`src/rtl/fp_posit_mul_vec.sv`:
```
// Multi-lane FP x posit multiplier: broadcast activation, bit-serial posit weights per lane,
// unnormalised sign/scale/product per lane with valid/ready output handshake.

module fp_posit_mul_vec_lane #(
  parameter int MAN_WIDTH = 10,
  parameter int MAX_W     = 16,
  parameter int MAX_ES    = 2,
  parameter int PF        = 13,
  parameter int PW        = 25,
  parameter int SW        = 13,
  parameter int NW        = 5,
  parameter int EW        = 2
) (
  input  logic                 clk,
  input  logic                 rst,
  input  logic                 shift_en,
  input  logic                 first_beat,
  input  logic                 w_bit,
  input  logic                 dec_en,
  input  logic                 mul_en,
  input  logic [NW-1:0]        n,
  input  logic [EW-1:0]        es,
  input  logic                 a_zero,
  input  logic                 a_nar,
  input  logic                 a_sign,
  input  logic signed [SW-1:0] a_exp,
  input  logic [MAN_WIDTH-1:0] a_frac,
  output logic                 sign_out,
  output logic [SW-1:0]        exp_out,
  output logic [PW-1:0]        mant_out,
  output logic                 zero_out,
  output logic                 nar_out
);
  logic [MAX_W-1:0] word;
  logic [MAX_W-1:0] aligned, mag, rem, remf;
  logic [NW-1:0]    run;
  logic             done, rb;
  logic signed [SW-1:0] k, scale_c;
  logic [MAX_ES-1:0] e_v;
  logic [PF-1:0]     frac_c;
  logic p_zero_c, p_nar_c, p_sign_c;

  logic p_zero, p_nar, p_sign;
  logic signed [SW-1:0] p_scale;
  logic [PF-1:0] p_frac;
  logic nar_c, zero_c;

  always_ff @(posedge clk or negedge rst)
    if (!rst) word <= '0;
    else if (shift_en) word <= first_beat ? {{(MAX_W-1){1'b0}}, w_bit} : {word[MAX_W-2:0], w_bit};

  // Word is left-aligned so padding below the n valid bits is zero and cannot
  // extend a regime run of zeros (a nonzero magnitude always has a 1 inside n).
  always_comb begin
    aligned  = word << (NW'(MAX_W) - n);
    p_zero_c = (aligned == '0);
    p_nar_c  = (aligned == {1'b1, {(MAX_W-1){1'b0}}});
    p_sign_c = aligned[MAX_W-1];
    mag      = p_sign_c ? (~aligned + 1'b1) : aligned;
    rb       = mag[MAX_W-2];
    run      = '0;
    done     = 1'b0;
    for (int i = MAX_W-2; i >= 0; i--) begin
      if (!done) begin
        if (mag[i] == rb) run = run + NW'(1);
        else              done = 1'b1;
      end
    end
    k       = rb ? (SW'(run) - SW'(1)) : (SW'(0) - SW'(run));
    rem     = mag << (run + NW'(2));
    e_v     = rem[MAX_W-1 -: MAX_ES] >> (EW'(MAX_ES) - es);
    remf    = rem << es;
    frac_c  = PF'(remf >> (MAX_W - PF));
    scale_c = (k <<< es) + SW'(e_v);
  end

  always_ff @(posedge clk or negedge rst)
    if (!rst) begin
      p_zero <= 1'b0; p_nar <= 1'b0; p_sign <= 1'b0; p_scale <= '0; p_frac <= '0;
    end else if (dec_en) begin
      p_zero <= p_zero_c; p_nar <= p_nar_c; p_sign <= p_sign_c; p_scale <= scale_c; p_frac <= frac_c;
    end

  assign nar_c  = a_nar | p_nar;
  assign zero_c = ~nar_c & (a_zero | p_zero);

  always_ff @(posedge clk or negedge rst)
    if (!rst) begin
      sign_out <= 1'b0; exp_out <= '0; mant_out <= '0; zero_out <= 1'b0; nar_out <= 1'b0;
    end else if (mul_en) begin
      zero_out <= zero_c;
      nar_out  <= nar_c;
      if (nar_c || zero_c) begin
        sign_out <= 1'b0; exp_out <= '0; mant_out <= '0;
      end else begin
        sign_out <= a_sign ^ p_sign;
        exp_out  <= a_exp + p_scale;
        mant_out <= PW'({1'b1, a_frac}) * PW'({1'b1, p_frac});
      end
    end
endmodule

module fp_posit_mul_vec #(
  parameter int ACT_WIDTH = 16,
  parameter int EXP_WIDTH = 5,
  parameter int MAN_WIDTH = 10,
  parameter int NUM_LANES = 4,
  parameter int MAX_W     = 16,
  parameter int MAX_ES    = 2,
  localparam int PF = MAX_W - 3,
  localparam int PW = MAN_WIDTH + PF + 2,
  localparam int SW = EXP_WIDTH + MAX_ES + $clog2(MAX_W) + 2,
  localparam int NW = $clog2(MAX_W + 1),
  localparam int EW = $clog2(MAX_ES + 1)
) (
  input  logic                      clk,
  input  logic                      rst,
  input  logic                      set,
  input  logic [NW-1:0]             precision,
  input  logic [EW-1:0]             es,
  input  logic [ACT_WIDTH-1:0]      act,
  input  logic                      in_valid,
  output logic                      in_ready,
  input  logic [NUM_LANES-1:0]      w,
  output logic                      out_valid,
  input  logic                      out_ready,
  output logic [NUM_LANES-1:0]      sign_out,
  output logic [NUM_LANES*SW-1:0]   exp_out,
  output logic [NUM_LANES*PW-1:0]   mantissa_out,
  output logic [NUM_LANES-1:0]      zero_out,
  output logic [NUM_LANES-1:0]      nar_out
);
  localparam int BIAS = 2**(EXP_WIDTH-1) - 1;

  typedef enum logic [2:0] {IDLE, SHIFT, DECODE, MUL, HOLD} state_t;
  state_t state, state_nx;

  logic [NW-1:0]        n_q, cnt, cnt_nx;
  logic [EW-1:0]        es_q;
  logic [ACT_WIDTH-1:0] act_q;
  logic                 acc, last;

  assign acc    = in_valid & in_ready;
  assign cnt_nx = cnt + NW'(1);
  assign last   = (cnt_nx == n_q);

  always_ff @(posedge clk or negedge rst)
    if (!rst) state <= IDLE;
    else      state <= state_nx;

  always_comb begin
    state_nx  = state;
    in_ready  = 1'b0;
    out_valid = 1'b0;
    case (state)
      IDLE:   begin in_ready = 1'b1; if (in_valid) state_nx = SHIFT; end
      SHIFT:  begin in_ready = 1'b1; if (in_valid && last) state_nx = DECODE; end
      DECODE: state_nx = MUL;
      MUL:    state_nx = HOLD;
      HOLD:   begin out_valid = 1'b1; if (out_ready) state_nx = IDLE; end
      default: state_nx = IDLE;
    endcase
  end

  always_ff @(posedge clk or negedge rst)
    if (!rst) begin
      n_q <= NW'(MAX_W); es_q <= '0; cnt <= '0; act_q <= '0;
    end else begin
      if (state == IDLE && set) begin
        n_q  <= (precision < NW'(3)) ? NW'(3) : (precision > NW'(MAX_W)) ? NW'(MAX_W) : precision;
        es_q <= (es > EW'(MAX_ES)) ? EW'(MAX_ES) : es;
      end
      if (state == IDLE && acc) begin
        cnt   <= NW'(1);
        act_q <= act;
      end else if (state == SHIFT && acc) begin
        cnt <= last ? '0 : cnt_nx;
      end
    end

  // Shared activation decode; subnormals flush to zero.
  logic [EXP_WIDTH-1:0] a_ef;
  logic                 a_zero, a_nar, a_sign;
  logic signed [SW-1:0] a_exp;
  assign a_ef   = act_q[ACT_WIDTH-2 -: EXP_WIDTH];
  assign a_sign = act_q[ACT_WIDTH-1];
  assign a_zero = (a_ef == '0);
  assign a_nar  = (a_ef == '1);
  assign a_exp  = SW'(a_ef) - SW'(BIAS);

  for (genvar g = 0; g < NUM_LANES; g++) begin : g_lane
    fp_posit_mul_vec_lane #(
      .MAN_WIDTH(MAN_WIDTH), .MAX_W(MAX_W), .MAX_ES(MAX_ES),
      .PF(PF), .PW(PW), .SW(SW), .NW(NW), .EW(EW)
    ) u_lane (
      .clk(clk), .rst(rst),
      .shift_en(acc), .first_beat(state == IDLE), .w_bit(w[g]),
      .dec_en(state == DECODE), .mul_en(state == MUL),
      .n(n_q), .es(es_q),
      .a_zero(a_zero), .a_nar(a_nar), .a_sign(a_sign), .a_exp(a_exp),
      .a_frac(act_q[MAN_WIDTH-1:0]),
      .sign_out(sign_out[g]), .exp_out(exp_out[g*SW +: SW]),
      .mant_out(mantissa_out[g*PW +: PW]),
      .zero_out(zero_out[g]), .nar_out(nar_out[g])
    );
  end
endmodule
```
`config.mk`:
```
export PLATFORM = sky130hd
export DESIGN_NAME = fp_posit_mul_vec
export DESIGN_NICKNAME = d
export VERILOG_FILES = /design/src/rtl/fp_posit_mul_vec.sv
export SDC_FILE = /design/constraint.sdc
export NUM_CORES = 2
export LEC_CHECK = 0
export BUFFER_PORTS_ARGS = -buffer_cell sky130_fd_sc_hd__buf_4
export CAP_MARGIN = 10
export CELL_PAD_IN_SITES_DETAIL_PLACEMENT = 1
export CELL_PAD_IN_SITES_GLOBAL_PLACEMENT = 2
export CORE_MARGIN = 2
export CORE_UTILIZATION = 44
export DETAILED_ROUTE_END_ITERATION = 7
export PLACE_DENSITY = 0.95
export SLEW_MARGIN = 20
export SYNTH_ARGS = -nofsm -noshare
export SYNTH_HDL_FRONTEND = slang
export SYNTH_SLANG_ARGS = --single-unit
```
`constraint.sdc`:
```
create_clock -name clk -period 24.4 [get_ports clk]
set_clock_uncertainty 0.1 [all_clocks]
set_input_delay 1.22 -clock clk [delete_from_list [all_inputs] [get_ports clk]]
set_output_delay 1.22 -clock clk [all_outputs]
set_load 0.02 [all_outputs]
```
## Word-level counts from Yosys, hierarchy flattened

Cells that the tools add are included.

- Output and inout port bits: 166
- Input bits: 32
- Flip-flop bits (word level): 375

- Add/subtract/negate cells: 80
- Reduce and logical (&&, ||, !) cells: 17
- Multiply operators: 4
- Mux-type cells: 244
- Shifts and indexed selects: 20
- Eq/ne operators: 69
- Bitwise gates (word level): 25
- Order comparisons: 3

Operator list:

| kind | number |
|---|---|
| $mux 5 | 109 |
| $add 5x1->5 const B | 53 |
| $mux 16 | 8 |
| $shl 16x5->16 | 8 |
| $mux 1 | 106 |
| $mux 13 | 8 |
| $mul 11x14->25 | 4 |
| $mux 25 | 4 |
| $add 16x1->16 const B | 4 |
| $eq 16x16->1 const B | 4 |
| $logic_not 16->1 | 4 |
| $not 16->16 | 4 |
| $shl 16x2->16 | 4 |
| $eq 1x1->1 | 56 |
| $add 13x2->13 | 4 |
| $add 6x13->13 | 4 |
| $sshl 13x2->13 | 4 |
| $sub 1x5->6 const A | 4 |
| $sub 5x1->6 const B | 4 |
| $add 5x2->5 const B | 4 |
| $pmux 3 s5 | 1 |
| $mux 2 | 5 |
| $mux 3 | 3 |
| $or 1x1->1 | 8 |
| other kinds (23) | 45 |

## Depth between registers and ports, before layout

- Word-level depth: 50
- Gate-level depth with buffers: 77

## Modules after synthesis

Synthesis repeated with hierarchy kept, for this count alone.

- Cell total of the unflattened synthesis: 6,005
- Area, all modules: 53,410.0 µm²

Modules (own cells, without submodules):

| module | area an instance (µm²) | seq. area each (µm²) | cells each | instances |
|---|---|---|---|---|
| fp_posit_mul_vec_lane at g_lane[0].u_lane | 13,102.6 | 2,152.1 | 1,485 | 1 |
| fp_posit_mul_vec_lane at g_lane[1].u_lane | 13,082.5 | 2,152.1 | 1,497 | 1 |
| fp_posit_mul_vec_lane at g_lane[3].u_lane | 12,963.7 | 2,152.1 | 1,480 | 1 |
| fp_posit_mul_vec_lane at g_lane[2].u_lane | 12,749.7 | 2,152.1 | 1,416 | 1 |
| fp_posit_mul_vec | 1,511.4 | 777.0 | 127 | 1 |

## Worst setup path after synthesis

No wires, ideal clock.

- Path type: flip-flop to flip-flop
- Start: register n_q[0]
- End: register g_lane[2].u_lane.p_scale[6]
- Path slack: 10,522 ps
- Setup time: 123 ps
- Period minus slack after synthesis: 13,878 ps
- Arrival: 13,655 ps
- Cell stages (with the launch flop): 75
- Cell sequence: dfrtp_1 > buf_6 > buf_6 > buf_6 > inv_2 > ha_1 > buf_2 > xor2_1 > o22a_1 > buf_6 > buf_6 > buf_6 > buf_6 > clkbuf_1 > nor2_1 > nand2_1 > ha_1 > inv_1 > [... 39 more ...] > a21oi_1 > nor2_1 > o22ai_1 > inv_1 > ha_1 > xnor2_1 > mux2_2 > mux2_2 > o21ai_0 > and2_1 > ha_1 > inv_1 > fa_1 > nor2_1 > nand2_1 > nor3_2 > xor2_1 > o221a_2

- Longest elaborated chain between the ends: 50
- Elaborated cells between the ends (all ways): 92

Ends and longest elaborated chain:

| element | RTL line | text |
|---|---|---|
| start, declared | 138 | `logic [NW-1:0] n_q, cnt, cnt_nx;` |
| start signal, assigned | 170 | `n_q <= (precision < NW'(3)) ? NW'(3) : (precision > NW'(MAX_W)) ? NW'(MAX_W) : precision;` |
| $sub 5x5->5 (*) | 55 | `aligned = word << (NW'(MAX_W) - n);` |
| $shl 16x5->16 (*) | 55 |  |
| $not 16->16 | 59 | `mag = p_sign_c ? (~aligned + 1'b1) : aligned;` |
| $add 16x1->16 | 59 |  |
| $mux 16 (*) | 59 |  |
| $eq 1x1->1 | 65 | `if (mag[i] == rb) run = run + NW'(1);` |
| $mux 2 | 65 |  |
| $add 5x1->5 | 65 |  |
| [... 34 more ...] | - |  |
| $mux 5 | 64 | `if (!done) begin` |
| $add 5x1->5 | 65 |  |
| $mux 5 | 65 |  |
| $mux 5 | 64 |  |
| $add 5x2->5 (tied with other cells) | 70 | `rem = mag << (run + NW'(2));` |
| $shl 16x5->16 or $mux 13 (tied branches) | 70, 69 |  |
| $shr 2x2->2 or $sshl 13x2->13 (tied branches) | 71, 74 |  |
| $add 13x2->13 (*) | 74 | `scale_c = (k <<< es) + SW'(e_v);` |
| end signal, assigned | 81 | `p_zero <= p_zero_c; p_nar <= p_nar_c; p_sign <= p_sign_c; p_scale <= scale_c; p_frac <= frac_c;` |
| end, declared | 44 | `logic signed [SW-1:0] p_scale;` |

Every way passes the cells marked *; elsewhere a longest branch is shown, timed or not.
A chain may end at the register's enable or synchronous reset.

## Final worst setup path

- Start: register n_q[0]
- End: register g_lane[2].u_lane.p_scale[8]

The elaborated chain is that of the path after synthesis.

==> results.yml <==
run_status:
  status: "finished clean"
clock_tree:
  clock-sinks: 375
  ctsHoldBuffers: 0
  postCtsSetupRepairBufs: 0
  clk_pin_slew_ps: 60
  cts_tree: "built"
  clk_latency_ps: 660
  tritoncts.num_buffers: 49
  cts-htree-levels: 2
  cts-root-buf: "clkbuf_16"
  clockBufferDepth: 3
  cts_resized: 0
global_route:
  grt_max_degree: 94
  grt_use_met3: 0.0363
  grt_overflow: 0
  grt_pass1_vias: 45900
  grtUsageMet1: 0.349
  grt_use_met2: 0.463
  top_usage_layer: "met2"
  antenna_found_initial: 2
  grt_pass1_wl_mm: 253
  grt_usage: 0.268
final_layout:
  nets: 6619
  multi_input_area_sq_mm: 0.0377
  areaGrowthSynthToFinish_pct: 7.92
  drive_gt1_frac: 0.101
  layout_commonest_cell: "nand2_1"
  num-fill-cells: 13400
  diodes: 0
  regArea_sq_mm: 0.00940
  layout_common_cells: "nand2_1 (845), inv_1 (504), o21ai_0 (438), fa_1 (436)"
placed_design:
  dp_hpwl_mm: 120
  place_congestion: 0.910
  port_buffers: 197
die:
  fp.dieArea_sq_mm: 0.117
  core_region_area_sq_mm: 0.114
  rows: 124
  die_w_microns: 343
  dieHeight_microns: 343
  start_util: 0.443
  ios: 198
timing:
  fmax_mhz: 64.1
  slew_violations: 0
  timing.final.crit_share: 0.640
  worst_pin_slew_ps: 1130
  relSlewSlack: 0.226
  setup_tns_ps: 0
  timing.final.crit_period_ps: 15610
  hold_viol_final: 0
  rsz0062_at_grt: "no"
  setup_viol: 0
synthesis:
  synth_edf_count: 0
  syn_avg_cell_area_sq_um: 8.66
  syn_area_sq_mm: 0.0505
  synth_warnings: 0
  synth-seq-area-share: 0.186
  async_flop_share: 1.00
  ys_ff_latch: 375
  synthFlopType: "dfrtp_1"
  synthesis.nets: 6666
  ys_types: 123
  synthCells: 5830
worst_setup_path:
  worst_setup_path_start_kind: "flip-flop"
  critPathRequiredTime_ps: 24820
  crit_fanout: 42
  critPathMostFrequentCell: "ha_1"
  crit_type: "reg -> reg"
  cp-end-kind: "flip-flop"
  slowest_delay_ps: 780
  cpMaxStageDelayCell: "dfrtp_4"
  crit_arrival_ps: 16030
drt:
  drt_first_pass_iters: 8
  drtIter0Drc: 2705
  via_per_inst: 5.84
  wire_per_inst_microns: 21.4
  finalWirelength_mm: 157
  drc: 0
  ant_nets: 0
  via_count: 42800
hold_path:
  hold_class: "reg -> reg"
run:
  cap_violations: 0
path summary, 6_finish.rpt:
kind / start / endpoint / slack (ps) / depth (start not counted)
setup / recovery: n_q[0] / g_lane[2].u_lane.p_scale[8] / 8790 / 66
hold / removal: g_lane[0].u_lane.mant_out[21] / g_lane[0].u_lane.mant_out[21] / 380 / 2
setup reg to reg: n_q[0] / g_lane[2].u_lane.p_scale[8] / 8790 / 66
hold reg to reg: g_lane[0].u_lane.mant_out[21] / g_lane[0].u_lane.mant_out[21] / 380 / 2
max in group asynchronous: rst / g_lane[3].u_lane.p_scale[4] / 21530 / 3
min in group asynchronous: rst / g_lane[1].u_lane.mant_out[13] / 460 / 1
layout make-up:
class                   instances  area share
multi-input cells            4594       0.693
repair buffers                255      0.0353
flip-flops and latches        375       0.173
inverters                     508      0.0350
clock inverters                23     0.00432
well taps                    1512      0.0347
clock buffers                  64      0.0256
state kept, by name, indices dropped and copies added (netlist names), 5 cells and up:
register	flops
g_lane.u_lane.mant_out	100
g_lane.u_lane.word	64
g_lane.u_lane.exp_out	52
g_lane.u_lane.p_frac	52
g_lane.u_lane.p_scale	52
act_q	16
cnt	5
n_q	5
cells in the mapped netlist, types with 32 or more instances:
cell type	instances	share of area
a211oi_1	32	0.0048
a21o_1	60	0.0089
a21oi_1	249	0.025
a22o_1	37	0.0064
a31oi_1	36	0.0045
and2_1	340	0.042
buf_2	36	0.0036
clkbuf_1	260	0.019
dfrtp_1	374	0.19
fa_1	436	0.17
ha_1	368	0.091
inv_1	507	0.038
mux2_2	69	0.015
mux2i_1	145	0.029
mux4_2	56	0.025
nand2_1	846	0.063
nand3_1	85	0.0084
nor2_1	268	0.020
nor3_1	77	0.0076
o211ai_1	36	0.0054
o21a_1	33	0.0049
o21ai_0	439	0.044
o21bai_1	89	0.013
xnor2_1	237	0.041
xor2_1	78	0.014
stage by stage:
stage / instance area, sq um / utilization / hold slack [ps] / instances / worst slack (ps)
final: 54500 / 0.478 / 378 / 7331 / 8790
after global routing: 54500 / 0.478 / 407 / 7331 / 7540
after CTS: 54500 / 0.478 / 384 / 7331 / 8520
after detailed placement: 52900 / 0.463 / 371 / 7244 / 8590
after global placement: 52900 / 0.463 / 363 / 7244 / 9080
after floorplan: 50500 / - / 345 / 5830 / 10520
layer usage:
metal / wire length (microns) / vias up
li1: - / 19700
met1: 68100 / 21900
met2: 76300 / 974
met3: 7570 / 229
met4: 4570 / 0
met5: 0 / -
worst max-delay path: cells and delay by family (launching register included):
family          cells  cell delay (ps)
fa+ha+maj          15             4340
compound gates     17             2720
buf+inv            12             2110
simple gates       11             2080
mux                 8             1750
xor+xnor            3             1520
flops               1              780
kinds of logic after synthesis:
group | Yosys count | synth area share
AO/OA/AOI/OAI | 1308 | 0.168
XOR/XNOR | 344 | 0.0668
adder cells (fa/ha/maj) | 810 | 0.265
buffers and inverters | 861 | 0.0697
flip-flops | 375 | 0.186
multiplexers | 278 | 0.0710
AND/OR/NAND/NOR | 1854 | 0.174
Power is not shown: default switching activity piles up to over one toggle a cycle in this logic, so the estimate is an artifact.
